--- src/rtl/fila_escrita_pkg.sv ---
// Shared constants and types for the write-back queue.
package fila_escrita_pkg;

  localparam int unsigned RegIdxW         = 5;
  localparam int unsigned ProfundidadeDef = 4;
  localparam int unsigned LarguraDef      = 32;

  typedef logic [RegIdxW-1:0] reg_idx_t;

endpackage

--- src/rtl/fila_escrita_if.sv ---
// Producer, register-file and forwarding signals of the write-back queue.
interface fila_escrita_if
  import fila_escrita_pkg::*;
#(
  parameter int unsigned PROFUNDIDADE = ProfundidadeDef,
  parameter int unsigned LARGURA      = LarguraDef
) ();

  localparam int unsigned CntW = $clog2(PROFUNDIDADE) + 1;

  logic               in_valido;
  reg_idx_t           in_rd;
  logic [LARGURA-1:0] in_dados;
  logic               in_pronto;
  logic               descarta;
  logic               rf_ocupado;
  logic               reg_write;
  reg_idx_t           rd;
  logic [LARGURA-1:0] dados;
  reg_idx_t           rn;
  reg_idx_t           rm;
  logic               fwd_um_valido;
  logic               fwd_dois_valido;
  logic [LARGURA-1:0] fwd_um_dado;
  logic [LARGURA-1:0] fwd_dois_dado;
  logic               vazio;
  logic               cheio;
  logic [CntW-1:0]    contagem;

  // The queue itself.
  modport slave (
    input  in_valido, in_rd, in_dados, descarta, rf_ocupado, rn, rm,
    output in_pronto, reg_write, rd, dados, fwd_um_valido, fwd_dois_valido,
    output fwd_um_dado, fwd_dois_dado, vazio, cheio, contagem
  );

  // The surrounding pipeline.
  modport master (
    output in_valido, in_rd, in_dados, descarta, rf_ocupado, rn, rm,
    input  in_pronto, reg_write, rd, dados, fwd_um_valido, fwd_dois_valido,
    input  fwd_um_dado, fwd_dois_dado, vazio, cheio, contagem
  );

endinterface

--- src/rtl/fila_escrita_busca.sv ---
// Youngest-match search of a register index over the occupied queue slots.
module fila_escrita_busca
  import fila_escrita_pkg::*;
#(
  parameter int unsigned PROFUNDIDADE = ProfundidadeDef,
  parameter int unsigned LARGURA      = LarguraDef
) (
  input  reg_idx_t                        chave_i,
  input  logic [$clog2(PROFUNDIDADE)-1:0] cabeca_i,
  input  logic [$clog2(PROFUNDIDADE):0]   contagem_i,
  input  reg_idx_t                        mem_rd_i    [PROFUNDIDADE],
  input  logic [LARGURA-1:0]              mem_dados_i [PROFUNDIDADE],
  output logic                            valido_o,
  output logic [LARGURA-1:0]              dado_o
);

  localparam int unsigned PtrW = $clog2(PROFUNDIDADE);
  localparam int unsigned CntW = PtrW + 1;

  logic [PtrW-1:0] idx;

  // Walk oldest to youngest; a later hit overrides, leaving the youngest match.
  always_comb begin
    valido_o = 1'b0;
    dado_o   = '0;
    idx      = '0;
    for (int unsigned k = 0; k < PROFUNDIDADE; k++) begin
      idx = cabeca_i + PtrW'(k);
      if ((CntW'(k) < contagem_i) && (mem_rd_i[idx] == chave_i)) begin
        valido_o = 1'b1;
        dado_o   = mem_dados_i[idx];
      end
    end
  end

endmodule

--- src/rtl/fila_escrita.sv ---
// Circular write-back queue in front of the register file, with forwarding
// of pending writes to the two read ports.
module fila_escrita
  import fila_escrita_pkg::*;
#(
  parameter int unsigned PROFUNDIDADE = ProfundidadeDef,
  parameter int unsigned LARGURA      = LarguraDef
) (
  input logic          clock,
  input logic          reset_n,
  fila_escrita_if.slave bus
);

  localparam int unsigned PtrW = $clog2(PROFUNDIDADE);
  localparam int unsigned CntW = PtrW + 1;

  logic [PtrW-1:0]    head_q, head_d, tail_q, tail_d;
  logic [CntW-1:0]    cnt_q, cnt_d;
  reg_idx_t           mem_rd_q    [PROFUNDIDADE];
  logic [LARGURA-1:0] mem_dados_q [PROFUNDIDADE];

  logic               vazio, cheio, aceita, retira;
  logic               fwd_um_valido, fwd_dois_valido;
  logic [LARGURA-1:0] fwd_um_dado, fwd_dois_dado;

  assign vazio  = (cnt_q == '0);
  assign cheio  = (cnt_q == CntW'(PROFUNDIDADE));
  // Acceptance looks only at the current fill level, never at a same-cycle drain.
  assign aceita = bus.in_valido && !cheio && !bus.descarta;
  assign retira = bus.reg_write && !bus.descarta;

  assign bus.in_pronto = !cheio;
  assign bus.vazio     = vazio;
  assign bus.cheio     = cheio;
  assign bus.contagem  = cnt_q;
  assign bus.reg_write = !vazio && !bus.rf_ocupado;
  // Hide unreset storage while empty.
  assign bus.rd        = vazio ? '0 : mem_rd_q[head_q];
  assign bus.dados     = vazio ? '0 : mem_dados_q[head_q];

  assign bus.fwd_um_valido   = fwd_um_valido;
  assign bus.fwd_um_dado     = fwd_um_dado;
  assign bus.fwd_dois_valido = fwd_dois_valido;
  assign bus.fwd_dois_dado   = fwd_dois_dado;

  // Next pointers and occupancy; a discard wins over accept and pop.
  always_comb begin
    head_d = head_q;
    tail_d = tail_q;
    cnt_d  = cnt_q;
    if (bus.descarta) begin
      head_d = '0;
      tail_d = '0;
      cnt_d  = '0;
    end else begin
      if (aceita) tail_d = tail_q + PtrW'(1);
      if (retira) head_d = head_q + PtrW'(1);
      unique case ({aceita, retira})
        2'b10:   cnt_d = cnt_q + CntW'(1);
        2'b01:   cnt_d = cnt_q - CntW'(1);
        default: cnt_d = cnt_q;
      endcase
    end
  end

  // Pointer and occupancy registers with synchronous active-low reset.
  always_ff @(posedge clock) begin
    if (!reset_n) begin
      head_q <= '0;
      tail_q <= '0;
      cnt_q  <= '0;
    end else begin
      head_q <= head_d;
      tail_q <= tail_d;
      cnt_q  <= cnt_d;
    end
  end

  // Entry storage, written at the tail on accept; not reset.
  always_ff @(posedge clock) begin
    if (aceita) begin
      mem_rd_q[tail_q]    <= bus.in_rd;
      mem_dados_q[tail_q] <= bus.in_dados;
    end
  end

  fila_escrita_busca #(
    .PROFUNDIDADE (PROFUNDIDADE),
    .LARGURA      (LARGURA)
  ) u_busca_rn (
    .chave_i     (bus.rn),
    .cabeca_i    (head_q),
    .contagem_i  (cnt_q),
    .mem_rd_i    (mem_rd_q),
    .mem_dados_i (mem_dados_q),
    .valido_o    (fwd_um_valido),
    .dado_o      (fwd_um_dado)
  );

  fila_escrita_busca #(
    .PROFUNDIDADE (PROFUNDIDADE),
    .LARGURA      (LARGURA)
  ) u_busca_rm (
    .chave_i     (bus.rm),
    .cabeca_i    (head_q),
    .contagem_i  (cnt_q),
    .mem_rd_i    (mem_rd_q),
    .mem_dados_i (mem_dados_q),
    .valido_o    (fwd_dois_valido),
    .dado_o      (fwd_dois_dado)
  );

endmodule

--- src/flat_wrapper.sv ---
// flat-port wrapper written by rule: the top's interface ports become plain ports
module fila_escrita_flat import fila_escrita_pkg::*;
#(
  parameter int unsigned PROFUNDIDADE = ProfundidadeDef,
  parameter int unsigned LARGURA      = LarguraDef
)
  (clock, reset_n, bus_in_valido, bus_in_rd, bus_in_dados, bus_descarta, bus_rf_ocupado, bus_rn, bus_rm, bus_in_pronto, bus_reg_write, bus_rd, bus_dados, bus_fwd_um_valido, bus_fwd_dois_valido, bus_fwd_um_dado, bus_fwd_dois_dado, bus_vazio, bus_cheio, bus_contagem);
  fila_escrita_if #(.PROFUNDIDADE(PROFUNDIDADE), .LARGURA(LARGURA)) bus_i ();
  input logic clock;
  input logic reset_n;
  input wire logic [$bits(bus_i.in_valido)-1:0] bus_in_valido;
  input wire logic [$bits(bus_i.in_rd)-1:0] bus_in_rd;
  input wire logic [$bits(bus_i.in_dados)-1:0] bus_in_dados;
  input wire logic [$bits(bus_i.descarta)-1:0] bus_descarta;
  input wire logic [$bits(bus_i.rf_ocupado)-1:0] bus_rf_ocupado;
  input wire logic [$bits(bus_i.rn)-1:0] bus_rn;
  input wire logic [$bits(bus_i.rm)-1:0] bus_rm;
  output wire logic [$bits(bus_i.in_pronto)-1:0] bus_in_pronto;
  output wire logic [$bits(bus_i.reg_write)-1:0] bus_reg_write;
  output wire logic [$bits(bus_i.rd)-1:0] bus_rd;
  output wire logic [$bits(bus_i.dados)-1:0] bus_dados;
  output wire logic [$bits(bus_i.fwd_um_valido)-1:0] bus_fwd_um_valido;
  output wire logic [$bits(bus_i.fwd_dois_valido)-1:0] bus_fwd_dois_valido;
  output wire logic [$bits(bus_i.fwd_um_dado)-1:0] bus_fwd_um_dado;
  output wire logic [$bits(bus_i.fwd_dois_dado)-1:0] bus_fwd_dois_dado;
  output wire logic [$bits(bus_i.vazio)-1:0] bus_vazio;
  output wire logic [$bits(bus_i.cheio)-1:0] bus_cheio;
  output wire logic [$bits(bus_i.contagem)-1:0] bus_contagem;
  assign bus_i.in_valido = bus_in_valido;
  assign bus_i.in_rd = bus_in_rd;
  assign bus_i.in_dados = bus_in_dados;
  assign bus_i.descarta = bus_descarta;
  assign bus_i.rf_ocupado = bus_rf_ocupado;
  assign bus_i.rn = bus_rn;
  assign bus_i.rm = bus_rm;
  assign bus_in_pronto = bus_i.in_pronto;
  assign bus_reg_write = bus_i.reg_write;
  assign bus_rd = bus_i.rd;
  assign bus_dados = bus_i.dados;
  assign bus_fwd_um_valido = bus_i.fwd_um_valido;
  assign bus_fwd_dois_valido = bus_i.fwd_dois_valido;
  assign bus_fwd_um_dado = bus_i.fwd_um_dado;
  assign bus_fwd_dois_dado = bus_i.fwd_dois_dado;
  assign bus_vazio = bus_i.vazio;
  assign bus_cheio = bus_i.cheio;
  assign bus_contagem = bus_i.contagem;
  fila_escrita #(.PROFUNDIDADE(PROFUNDIDADE), .LARGURA(LARGURA)) u_core (.clock(clock), .reset_n(reset_n), .bus(bus_i));
endmodule
--- config.mk ---
export PLATFORM = sky130hd
export DESIGN_NAME = fila_escrita_flat
export DESIGN_NICKNAME = d
export VERILOG_FILES = /design/src/rtl/fila_escrita_pkg.sv /design/src/rtl/fila_escrita_if.sv /design/src/rtl/fila_escrita_busca.sv /design/src/rtl/fila_escrita.sv /design/src/flat_wrapper.sv
export SDC_FILE = /design/constraint.sdc
export NUM_CORES = 1
export LEC_CHECK = 0
export BUFFER_PORTS_ARGS = -buffer_cell sky130_fd_sc_hd__buf_2
export CAP_MARGIN = 20
export CORE_MARGIN = 3
export CORE_UTILIZATION = 45
export DETAILED_ROUTE_END_ITERATION = 10
export PLACE_DENSITY = 0.65
export SYNTH_ARGS = -nofsm -noshare
export SYNTH_HDL_FRONTEND = slang
export SYNTH_SLANG_ARGS = --single-unit
--- constraint.sdc ---
create_clock -name clock -period 6.4 [get_ports clock]
set_input_delay 0.64 -clock clock [delete_from_list [all_inputs] [get_ports clock]]
set_output_delay 0.64 -clock clock [all_outputs]
set_load 0.02 [all_outputs]
Yosys cells after proc, flatten, opt, wreduce, memory -nomap -nowiden
Index checks and enable logic that the tools add are counted.
Storage, ports and cells
  output and inout bits: 110
  logic and storage cells: 113
  flip-flop bits (word level): 155
Operators by class
  reduce and logical (&&, ||, !) cells: 20
  muxes and demuxes: 49
  $add $sub $neg: 6
  magnitude comparators: 10
  equality and inequality tests: 11
  bitwise logic cells: 6
Operator list (number)
  32-bit two-way mux: 18
  32-bit binary-select mux with 2-bit select: 4
  128-bit bitwise mux: 1
  32-bit demux with 2-bit select: 1
  5-bit two-way mux: 10
  5-bit binary-select mux with 2-bit select: 4
  5-bit == test: 8
  20-bit bitwise mux: 1
  3-bit >= comparator (second input constant): 5
  2-bit NOT with 3-bit output: 5
  1-bit logical AND: 13
  5-bit demux with 2-bit select: 1
  1-bit two-way mux: 8
  1-bit by 3-bit < comparator with 1-bit output (first input constant): 2
  2-bit by 3-bit < comparator with 1-bit output (first input constant): 2
  3-bit one-hot mux with 2 select lines: 1
  2-bit by 1-bit adder with 2-bit output (second input constant): 2
  2-bit adder (second input constant): 2
  1-bit zero test: 4
  3-bit by 1-bit adder with 3-bit output (second input constant): 1
  3-bit == test (second input constant): 1
  3-bit zero test: 1
  3-bit by 1-bit < comparator with 1-bit output (second input constant): 1
  3-bit by 1-bit subtractor with 3-bit output (second input constant): 1
  5 further kinds: 5

Longest topological paths before layout
Gate-level depths: netlist (run 1).
  depth in word-level cells: 10
  mapped depth: 11
  mapped depth without buffers: 10

Cells and area by module
From an unflattened synthesis (run 1), not the netlist that was laid out.
Second synthesis, totals
  cells, all modules: 1619
  area, all modules: 16346.9 sq um
By module, submodules not included
  fila_escrita_busca: times used 2, area an instance 5072.4 sq um, cells an instance 665
  fila_escrita: times used 1, area an instance 6202.2 sq um, cells an instance 289

Worst setup path after synthesis (run 1)
OpenSTA, ideal clock, no wires.
  path kind: register to output
  start point: register u_core.head_q[0]
  end point: output port bus_fwd_um_dado[1]
  path slack: 3130 ps
  arrival: 2630 ps
  required time: 5760 ps
  cell stages (with the launch flop): 10
  cell sequence: dfxtp_1 > buf_6 > buf_6 > mux4_2 > xor2_1 > nor4_1 > o21a_1 > buf_4 > a211oi_1 > a211oi_1
Between the ends
  word-level cells in the longest chain between the ends: 10
RTL lines
  start: declaration: RTL line fila_escrita.sv:17  | logic [PtrW-1:0] head_q, head_d, tail_q, tail_d;
  start signal: assignment: RTL line fila_escrita.sv:69  | head_q <= '0;
  start signal: assignment: RTL line fila_escrita.sv:73  | head_q <= head_d;
  2-bit by 1-bit adder with 2-bit output or 2-bit NOT with 3-bit output (tied branches): RTL line fila_escrita_busca.sv:28, fila_escrita_busca.sv:29, fila_escrita_busca.sv:31
  2-bit NOT with 3-bit output (not written as such) or 5-bit binary-select mux with 2-bit select (tied branches): RTL line fila_escrita_busca.sv:29, fila_escrita_busca.sv:31
  5-bit binary-select mux with 2-bit select or 5-bit two-way mux (tied branches): RTL line fila_escrita_busca.sv:29  | if ((CntW'(k) < contagem_i) && (mem_rd_i[idx] == chave_i)) begin
  5-bit two-way mux (not written as such): RTL line fila_escrita_busca.sv:29
  5-bit two-way mux (not written as such) or 5-bit == test (tied branches): RTL line fila_escrita_busca.sv:29
  5-bit == test or 1-bit logical AND (tied branches): RTL line fila_escrita_busca.sv:29
  1-bit logical AND or 32-bit two-way mux (tied branches): RTL line fila_escrita_busca.sv:29
  32-bit two-way mux (2 in a row): RTL line fila_escrita_busca.sv:29
  32-bit two-way mux *: RTL line fila_escrita_busca.sv:29
  end: declaration: RTL line flat_wrapper.sv:24  | output wire logic [$bits(bus_i.fwd_um_dado)-1:0] bus_fwd_um_dado;
Every way passes the cells marked *; elsewhere a longest branch is shown, timed or not. The select of a mux whose other input is x is not followed.

Worst setup path after layout (run 1)
  start point: register u_core.head_q[0]
  end point: output port bus_fwd_dois_dado[3]
Between the ends
  word-level cells in the longest chain between the ends: 10
RTL lines
  2-bit by 1-bit adder with 2-bit output or 2-bit NOT with 3-bit output (tied branches): RTL line fila_escrita_busca.sv:28, fila_escrita_busca.sv:29, fila_escrita_busca.sv:31
  2-bit NOT with 3-bit output (not written as such) or 5-bit binary-select mux with 2-bit select (tied branches): RTL line fila_escrita_busca.sv:29, fila_escrita_busca.sv:31
  5-bit binary-select mux with 2-bit select or 5-bit two-way mux (tied branches): RTL line fila_escrita_busca.sv:29
  5-bit two-way mux (not written as such): RTL line fila_escrita_busca.sv:29
  5-bit two-way mux (not written as such) or 5-bit == test (tied branches): RTL line fila_escrita_busca.sv:29
  5-bit == test or 1-bit logical AND (tied branches): RTL line fila_escrita_busca.sv:29
  1-bit logical AND or 32-bit two-way mux (tied branches): RTL line fila_escrita_busca.sv:29
  32-bit two-way mux (2 in a row): RTL line fila_escrita_busca.sv:29
  32-bit two-way mux *: RTL line fila_escrita_busca.sv:29
  end: declaration: RTL line flat_wrapper.sv:25  | output wire logic [$bits(bus_i.fwd_dois_dado)-1:0] bus_fwd_dois_dado;
Marks and branches as above.

==> flow_summary.toml, run 1 <==
[detailed_routing]
drt-pass1-iter-count = 6
wl_met3_mm = 2.53
postRouteAntennaNets = 0
vias = 8480
via_per_inst = 6.44
wl_met2_mm = 16.0
wl_per_cell_um = 24.3
drc = 0
wl_mm = 32.0
drt-met1-wl_mm = 12.9
drt_iter0_markers = 756
routed.top_layer = "met5"

[finish]
drive_gt1_frac = 0.390
regArea_um2 = 4590
multi_input_area_um2 = 6620
fillers = 2146
syn_to_final_growth_pct = 13.7
fin_cells = 1317
fin_nets = 1034
postLayoutCellArea_um2 = 13200

[place]
io_buffers = 161
post-place-cells = 1282
placed_cell_area_um2 = 12600
gp_congestion = 0.821
dp_hpwl_mm = 21.5

[timing]
drv_slew = 0
tns_ps = 0
finalSetupViolCount = 0
rsz0062_at_grt = "no"
max_clock_freq_mhz = 200
tightest_slew_ps = 958
fin_skew_ps = 15.0
relSlewSlack = 0.361
fin_crit_ps = 4990
period_share = 0.780
hold_viol = 0

[yosys]
syn_nets = 913
synth_edf_count = 148
ys_async_sr_fraction = 0
synthDistinctLibCells = 51
ys_ff_latch = 155
seq_area_frac_synth = 0.394
netlist_instances = 852
netlist_area_um2 = 11600
synth-main-ff-cell = "edfxtp_1"
avgSynthCellArea_um2 = 13.6
synth_warnings = 0

[setup_path]
worstSetupEndpointType = "primary output"
crit_fanout = 55
worstSetupPathType = "reg -> out"
critical_path_required_ps = 5760
critPathLaunchType = "flip-flop"
worst_ep_arrival_time_ps = 4350

[floorplanning]
die_h_um = 167
die_area_um2 = 27800
start_util = 0.460
core.rowCount = 58
fp.coreArea_um2 = 25300
num_io_pins = 162
die_w_um = 167

[power_and_ir_drop]
power.density_nw_per_um2 = 176
p_total_mw = 2.33
leakagePower_nw = 4.37
ir_worst_vdd_v = 0.000166

[grt]
grt_first_pass_wirelength_mm = 49.5
grt.total_usage = 0.229
grt_max_degree = 72
antenna_found_initial = 4
grt.overflow.total = 0
grt_pass1_vias = 8437

[clock_tree]
cts_root_buffer = "clkbuf_16"
cts_htree_levels = 4
ctsHoldBuffers = 0
path_clk_slew_ps = 70
cts-resized-gates = 0
clock-sinks = 155
cts.path.max_buffers = 2
clock_latency_ps = 430
post_cts_buffers = 0
cts_tree = "built"
cts_buffers = 17

[run_status]
status = "finished, final reports clean"

[worst_hold_path]
hold_path_class = "in -> reg"

[flow_run]
maxCapViolations = 0
-- state kept, by name, summed over array words and instances (netlist names) --
register,flops
u_core.mem_dados_q,128
u_core.mem_rd_q,20
u_core.bus.contagem,3
u_core.head_q,2
u_core.tail_q,2
-- path summary, 6_finish.rpt --
check	from	end	slack [ps]	depth (start not counted)
setup / recovery	u_core.head_q[0]	bus_fwd_dois_dado[3]	1410	8
hold / removal	bus_in_rd[1]	u_core.mem_rd_q[16]	420	1
setup reg to reg	u_core.bus.contagem[0]	u_core.mem_dados_q[88]	3700	7
hold reg to reg	u_core.tail_q[1]	u_core.tail_q[1]	510	2
-- report_power, final --
part / internal [mW] / total (mW) / switching (mW)
logic: 0.104 / 0.240 / 0.136
registers: 1.13 / 1.15 / 0.0183
clock network: 0.535 / 0.944 / 0.409
total: 1.77 / 2.33 / 0.564
-- cell type report --
cell class | count | area share
multi-input combinational | 611 | 0.501
sequential | 155 | 0.347
timing repair buffer | 181 | 0.0769
clock buffer | 18 | 0.0325
tap | 330 | 0.0312
clock inverter | 14 | 0.00909
inverter | 7 | 0.00199
antenna | 1 | 0.000189
-- Yosys cell counts, types with 10 or more instances --
| cell | n | area share |
|---|---|---|
| nor2b_1 | 38 | 0.020 |
| o211ai_2 | 10 | 0.011 |
| xnor2_1 | 28 | 0.021 |
| nor2_1 | 10 | 0.0032 |
| buf_2 | 31 | 0.013 |
| nand3_1 | 66 | 0.028 |
| o21ai_0 | 10 | 0.0043 |
| o211ai_1 | 47 | 0.030 |
| buf_4 | 11 | 0.0071 |
| nand2_1 | 70 | 0.023 |
| clkbuf_1 | 23 | 0.0074 |
| mux2i_1 | 76 | 0.065 |
| edfxtp_1 | 148 | 0.38 |
| mux4_2 | 143 | 0.28 |
| xor2_1 | 21 | 0.016 |
-- stage by stage --
| stage | hold WS (ps) | utilization | setup WS [ps] |
|---|---|---|---|
| floorplan | 469 | - | 3130 |
| global placement | 490 | 0.498 | 1770 |
| detailed placement | 498 | 0.500 | 1810 |
| CTS | 405 | 0.522 | 1320 |
| global route | 409 | 0.523 | 1060 |
| finish | 423 | 0.523 | 1410 |
-- logic make-up (layout without fill, tap and decap cells) --
group	count (synthesis)	after routing	synth area share
AOI/OAI and AO/OA	108	108	0.0739
muxes	223	223	0.347
adders and majority gates	9	9	0.00969
xor gates and xnor gates	51	51	0.0397
and+or+nand+nor	220	220	0.0948
other	0	1	0
buffers and inverters	86	220	0.0406
DFF	155	155	0.394
-- worst max-delay path, stage by stage (launching register included) --
cell	delay [ps]
dfxtp_4	960
mux4_2	640
xnor2_1	380
nand2_1	180
a211oi_4	610
o211ai_4	330
buf_12	300
o211ai_1	270
buf_2	230
-- routing by layer --
layer,vias to the layer above,GRT usage
met5,-,0
met4,6,0.0606
met3,41,0.0541
met2,430,0.379
met1,4295,0.308
li1,3708,-
-- layout by cell type (no fill, tap or decap), drive strengths merged, types with 18 or more instances in the layout --
cell type,instances
buf,181
edfxtp,148
mux4,143
mux2i,79
nand2,70
nand3,66
o211ai,58
nor2b,38
xnor2,30
xor2,21
clkbuf,18
No activity file was read; power rests on OpenSTA's default activity.
==> inputs of run 2 (changes only) <==
--- a/config.mk
+++ b/config.mk
@@ -10,7 +10,7 @@
 export CORE_MARGIN = 3
 export CORE_UTILIZATION = 45
 export DETAILED_ROUTE_END_ITERATION = 10
-export PLACE_DENSITY = 0.65
+export PLACE_DENSITY = 0.68
 export SYNTH_ARGS = -nofsm -noshare
 export SYNTH_HDL_FRONTEND = slang
 export SYNTH_SLANG_ARGS = --single-unit
==> constraint.sdc (replaced) <==
create_clock -name clock -period 4.15 [get_ports clock]
set_input_delay 0.415 -clock clock [delete_from_list [all_inputs] [get_ports clock]]
set_output_delay 0.415 -clock clock [all_outputs]
set_load 0.02 [all_outputs]
==> flow_summary.toml, run 2 (same netlist as run 1, synthesis figures left out) <==
[floorplanning]
start_util = 0.460
die_area_um2 = 27800
die_w_um = 167
die_h_um = 167
core.rowCount = 58
num_io_pins = 162
fp.coreArea_um2 = 25300

[timing]
fin_crit_ps = 3940
drv_slew = 0
max_clock_freq_mhz = 254
relSlewSlack = 0.284
tightest_slew_ps = 1070
tns_ps = 0
period_share = 0.950
finalSetupViolCount = 0
rsz0062_at_grt = "no"
hold_viol = 0
fin_ws_ps = 208
hold_slack_ps = 207
fin_skew_ps = 9.88

[setup_path]
critical-path-top-delay-family = "compound AO/OA/AOI/OAI gates"
worst_ep_arrival_time_ps = 3530
critPathMaxStageDelay_ps = 560
path_buf_inv = 3
slowest_stage = "mux4_2"
worstSetupPathType = "reg -> out"
crit_fanout = 20
critical_path.cell_chain = "buf_12 -> mux4_2 -> xor2_1 -> nor4_2 -> o21ai_1 -> o211ai_1 -> buf_6 -> o221ai_1 -> buf_2"
critical_path_required_ps = 3730
critPathLaunchType = "flip-flop"
worstSetupEndpointType = "primary output"

[clock_tree]
ctsHoldBuffers = 0
cts_tree = "built"
cts_buffers = 17
path_clk_slew_ps = 70
clock-sinks = 155
cts_htree_levels = 4
cts.path.max_buffers = 2
cts_root_buffer = "clkbuf_16"
clock_latency_ps = 420

[place]
io_buffers = 161
dp_hpwl_mm = 22.0
post-place-cells = 1297
pre_cts_slack_ps = 572
gp_congestion = 0.838
placed_cell_area_um2 = 12800

[grt]
grt.total_usage = 0.230
grt_first_pass_wirelength_mm = 50.1
grt_pass1_vias = 8578
grt.overflow.total = 0
antenna_found_initial = 3
grt_max_degree = 78

[power_and_ir_drop]
power.density_nw_per_um2 = 286
seqPwrFrac = 0.459
switching_share = 0.227
combPwrFrac = 0.098
p_int_mw = 2.97
ir_worst_vdd_v = 0.000263
p_switching_mw = 0.873
clockPowerShare = 0.443
p_total_mw = 3.85
leakagePower_nw = 4.50

[finish]
syn_to_final_growth_pct = 15.8
finish.utilization = 0.533
top_register = "u_core.mem_dados_q"
layout_common_cells = "buf_2 (161), edfxtp_1 (148), mux4_2 (143)"
drive_gt1_frac = 0.403
largest_reg_flops = 128
fin_cells = 1332
layout_commonest_cell = "buf_2"
postLayoutCellArea_um2 = 13500
fin_nets = 1050

[detailed_routing]
wl_per_cell_um = 24.1
wl_mm = 32.1
postRouteAntennaNets = 0
vias = 8516
via_per_inst = 6.39
drt_iter0_markers = 777
drt-pass1-iter-count = 8
drc = 0

[flow_run]
maxCapViolations = 0

[worst_hold_path]
hold_path_class = "in -> reg"

[run_status]
status = "finished, final reports clean"
run 2: cell count changes in the layout (fill, tap and decap cells not counted), moves of 4 or more:
cell	change
clkinv_4	-4
bufinv_16	+4
buf_12	+4
buf_4	+13
run 2: routing by layer:
| layer | track usage | wire length, um | vias to the layer above |
|---|---|---|---|
| li1 | - | - | 3734 |
| met1 | 0.311 | 13300 | 4310 |
| met2 | 0.380 | 15700 | 406 |
| met3 | 0.0446 | 2420 | 60 |
| met4 | 0.0707 | 679 | 6 |
| met5 | 0 | 47 | - |
run 2: layout make-up:
cell class,instances,area [um2]
clock buffer,17,425
multi-input combinational,611,6640
clock inverter,14,216
fill,2145,11800
sequential,155,4590
antenna,1,2.50
timing repair buffer,197,1150
inverter,7,26.3
tap,330,413
run 2: final timing paths:
kind	startpoint	end	slack (ps)	cells past startpoint
worst max-delay path	u_core.head_q[0]	bus_fwd_um_dado[2]	210	9
worst min-delay path	bus_in_dados[27]	u_core.mem_dados_q[123]	210	1
worst max register to register	u_core.bus.contagem[0]	u_core.mem_dados_q[2]	1410	7
worst min register to register	u_core.tail_q[1]	u_core.tail_q[1]	510	2
run 2: repair_timing:
action / 4_1_cts / 5_1_grt
buffers inserted: 0 / 3
gates resized for setup: 0 / 5
setup endpoints to repair: 0 / 27
run 2: power groups by stage:
stage | logic [mW] | clock network (mW) | registers [mW]
4_1_cts | 0.375 | 1.73 | 1.76
3_3_place_gp | 0.370 | 0 | 1.80
3_5_place_dp | 0.372 | 0 | 1.80
6_report | 0.376 | 1.70 | 1.77
5_1_grt | 0.406 | 1.79 | 1.77
2_1_floorplan | 0.256 | 0 | 1.79
==> inputs of run 3 (changes only) <==
--- a/config.mk
+++ b/config.mk
@@ -10,7 +10,7 @@
 export CORE_MARGIN = 3
 export CORE_UTILIZATION = 45
 export DETAILED_ROUTE_END_ITERATION = 10
-export PLACE_DENSITY = 0.68
+export PLACE_DENSITY = 0.65
 export SYNTH_ARGS = -nofsm -noshare
 export SYNTH_HDL_FRONTEND = slang
 export SYNTH_SLANG_ARGS = --single-unit
==> constraint.sdc (replaced) <==
create_clock -name clock -period 4.08 [get_ports clock]
set_input_delay 0.408 -clock clock [delete_from_list [all_inputs] [get_ports clock]]
set_output_delay 0.408 -clock clock [all_outputs]
set_load 0.02 [all_outputs]
==> flow_summary.toml, run 3 (same netlist as run 1, synthesis figures left out) <==
[grt]
antenna_found_initial = 3
grt.total_usage = 0.226
grt_first_pass_wirelength_mm = 49.0
top_usage_layer = "met2"
grt_pass1_vias = 8614
met2_usage = 0.373
grt_max_degree = 112
grt.overflow.total = 0
grtUsageMet1 = 0.292
use_met3 = 0.0608

[clock_tree]
cts_htree_levels = 4
path_clk_slew_ps = 70
clock-sinks = 155
post_cts_buffers = 0
cts_buffers = 17
cts.path.max_buffers = 2
cts_root_buffer = "clkbuf_16"
cts_tree = "built"
clock_latency_ps = 430

[worst_hold_path]
min_path_cells = 1
hold_path_class = "in -> reg"
min-delay-start = "bus_in_dados[10]"
worstHoldEndpoint = "u_core.mem_dados_q[74]"

[timing]
tightest_slew_ps = 958
hold_viol = 0
finalSetupViolCount = 0
fin_skew_ps = 9.42
relSlewSlack = 0.358
hold_slack_ps = 193
fin_crit_ps = 3950
period_share = 0.967
max_clock_freq_mhz = 253
rsz0062_at_grt = "yes"
tns_ps = 0
drv_slew = 0

[detailed_routing]
wl_mm = 31.6
postRouteAntennaNets = 0
drt_iter0_markers = 712
via_per_inst = 6.45
drc = 0
vias = 8572
drt-pass1-iter-count = 5
wl_per_cell_um = 23.8

[floorplanning]
fp.coreArea_um2 = 25300
core.rowCount = 58
start_util = 0.460
num_io_pins = 162
die_h_um = 167
die_w_um = 167
die_area_um2 = 27800

[setup_path]
r2r_slack_ps = 1350
worstSetupEndpointType = "primary output"
worst_ep_arrival_time_ps = 3540
crit_fanout = 19
reg2reg_from = "u_core.bus.contagem[0]"
r2r_end = "u_core.mem_dados_q[109]"
critPathLaunchType = "flip-flop"
rr_worst_depth = 7
worstSetupPathType = "reg -> out"
critical_path_required_ps = 3670

[power_and_ir_drop]
seqPwrFrac = 0.480
combPwrFrac = 0.102
switching_share = 0.262
p_total_mw = 3.74
p_int_mw = 2.76
ir_worst_vdd_v = 0.000276
power.density_nw_per_um2 = 280
leakagePower_nw = 4.45
clockPowerShare = 0.417
p_switching_mw = 0.978

[place]
dp_hpwl_mm = 21.8
gp_congestion = 0.829
post-place-cells = 1297
placed_cell_area_um2 = 12700
io_buffers = 161

[finish]
syn_to_final_growth_pct = 14.8
postLayoutCellArea_um2 = 13300
largest_reg_flops = 128
layout_commonest_cell = "buf_2"
drive_gt1_frac = 0.403
top_register = "u_core.mem_dados_q"
layout_common_cells = "buf_2 (161), edfxtp_1 (148), mux4_2 (143)"
diodes = 0
fin_cells = 1329
fin_nets = 1047

[flow_run]
maxCapViolations = 0

[run_status]
status = "finished, final reports clean"
==> run 3: cell count changes in the layout (fill, tap and decap cells not counted), moves of 3 or more <==
cell / change
bufinv_16: -5
inv_8: +5
clkinv_4: +3
clkinv_8: +3
==> run 3: power groups by stage <==
stage / combinational, mW / clock, mW / sequential [mW]
final: 0.382 / 1.56 / 1.79
after global routing: 0.416 / 1.65 / 1.80
after CTS: 0.385 / 1.58 / 1.79
after detailed placement: 0.383 / 0 / 1.83
after global placement: 0.380 / 0 / 1.83
after floorplan: 0.261 / 0 / 1.82
==> run 3: timing repair <==
item                                    4_1_cts  5_1_grt
hold buffers                                  0        0
endpoints found under the setup margin        0       13
resized for setup                             0        2
==> run 3: how the worst max path moves through the flow <==
stage                startpoint               endpoint  slack, ps  depth (start not counted)
2_1_floorplan  u_core.head_q[0]     bus_fwd_um_dado[1]       1040                          9
3_3_place_gp   u_core.head_q[0]   bus_fwd_dois_dado[3]        630                          9
3_5_place_dp   u_core.head_q[0]   bus_fwd_dois_dado[3]        600                          9
4_1_cts        u_core.head_q[0]   bus_fwd_dois_dado[3]        120                          9
5_1_grt        u_core.head_q[0]  bus_fwd_dois_dado[20]        -10                          9
6_report       u_core.head_q[0]  bus_fwd_dois_dado[20]        130                          9
==> run 3: layout make-up <==
class / count / area (um2)
Inverter: 7 / 26.3
Tap cell: 330 / 413
Fill cell: 2165 / 11900
Multi-Input combinational cell: 611 / 6620
Clock buffer: 17 / 425
Clock inverter: 15 / 166
Sequential cell: 155 / 4590
Timing Repair Buffer: 194 / 1100
==> run 3: metal layers <==
layer,wire length [um],up-vias
li1,-,3728
met1,12700,4357
met2,15400,409
met3,2650,72
met4,860,6
met5,41,-
==> run 3: per-stage QoR <==
step            util  worst slack [ps]
3_3_place_gp   0.505               627
6_report       0.528               135
5_1_grt        0.528             -12.2
4_1_cts        0.528               119
3_5_place_dp   0.505               600
2_1_floorplan      -              1040
==> run 3: worst max-delay path, stage by stage (launching register included) <==
cell	delay, ps
dfxtp_4	530
buf_12	230
mux2i_2	370
xnor2_1	110
or3_1	440
a211oi_4	330
buf_4	450
mux2i_1	280
o211ai_2	130
buf_2	210
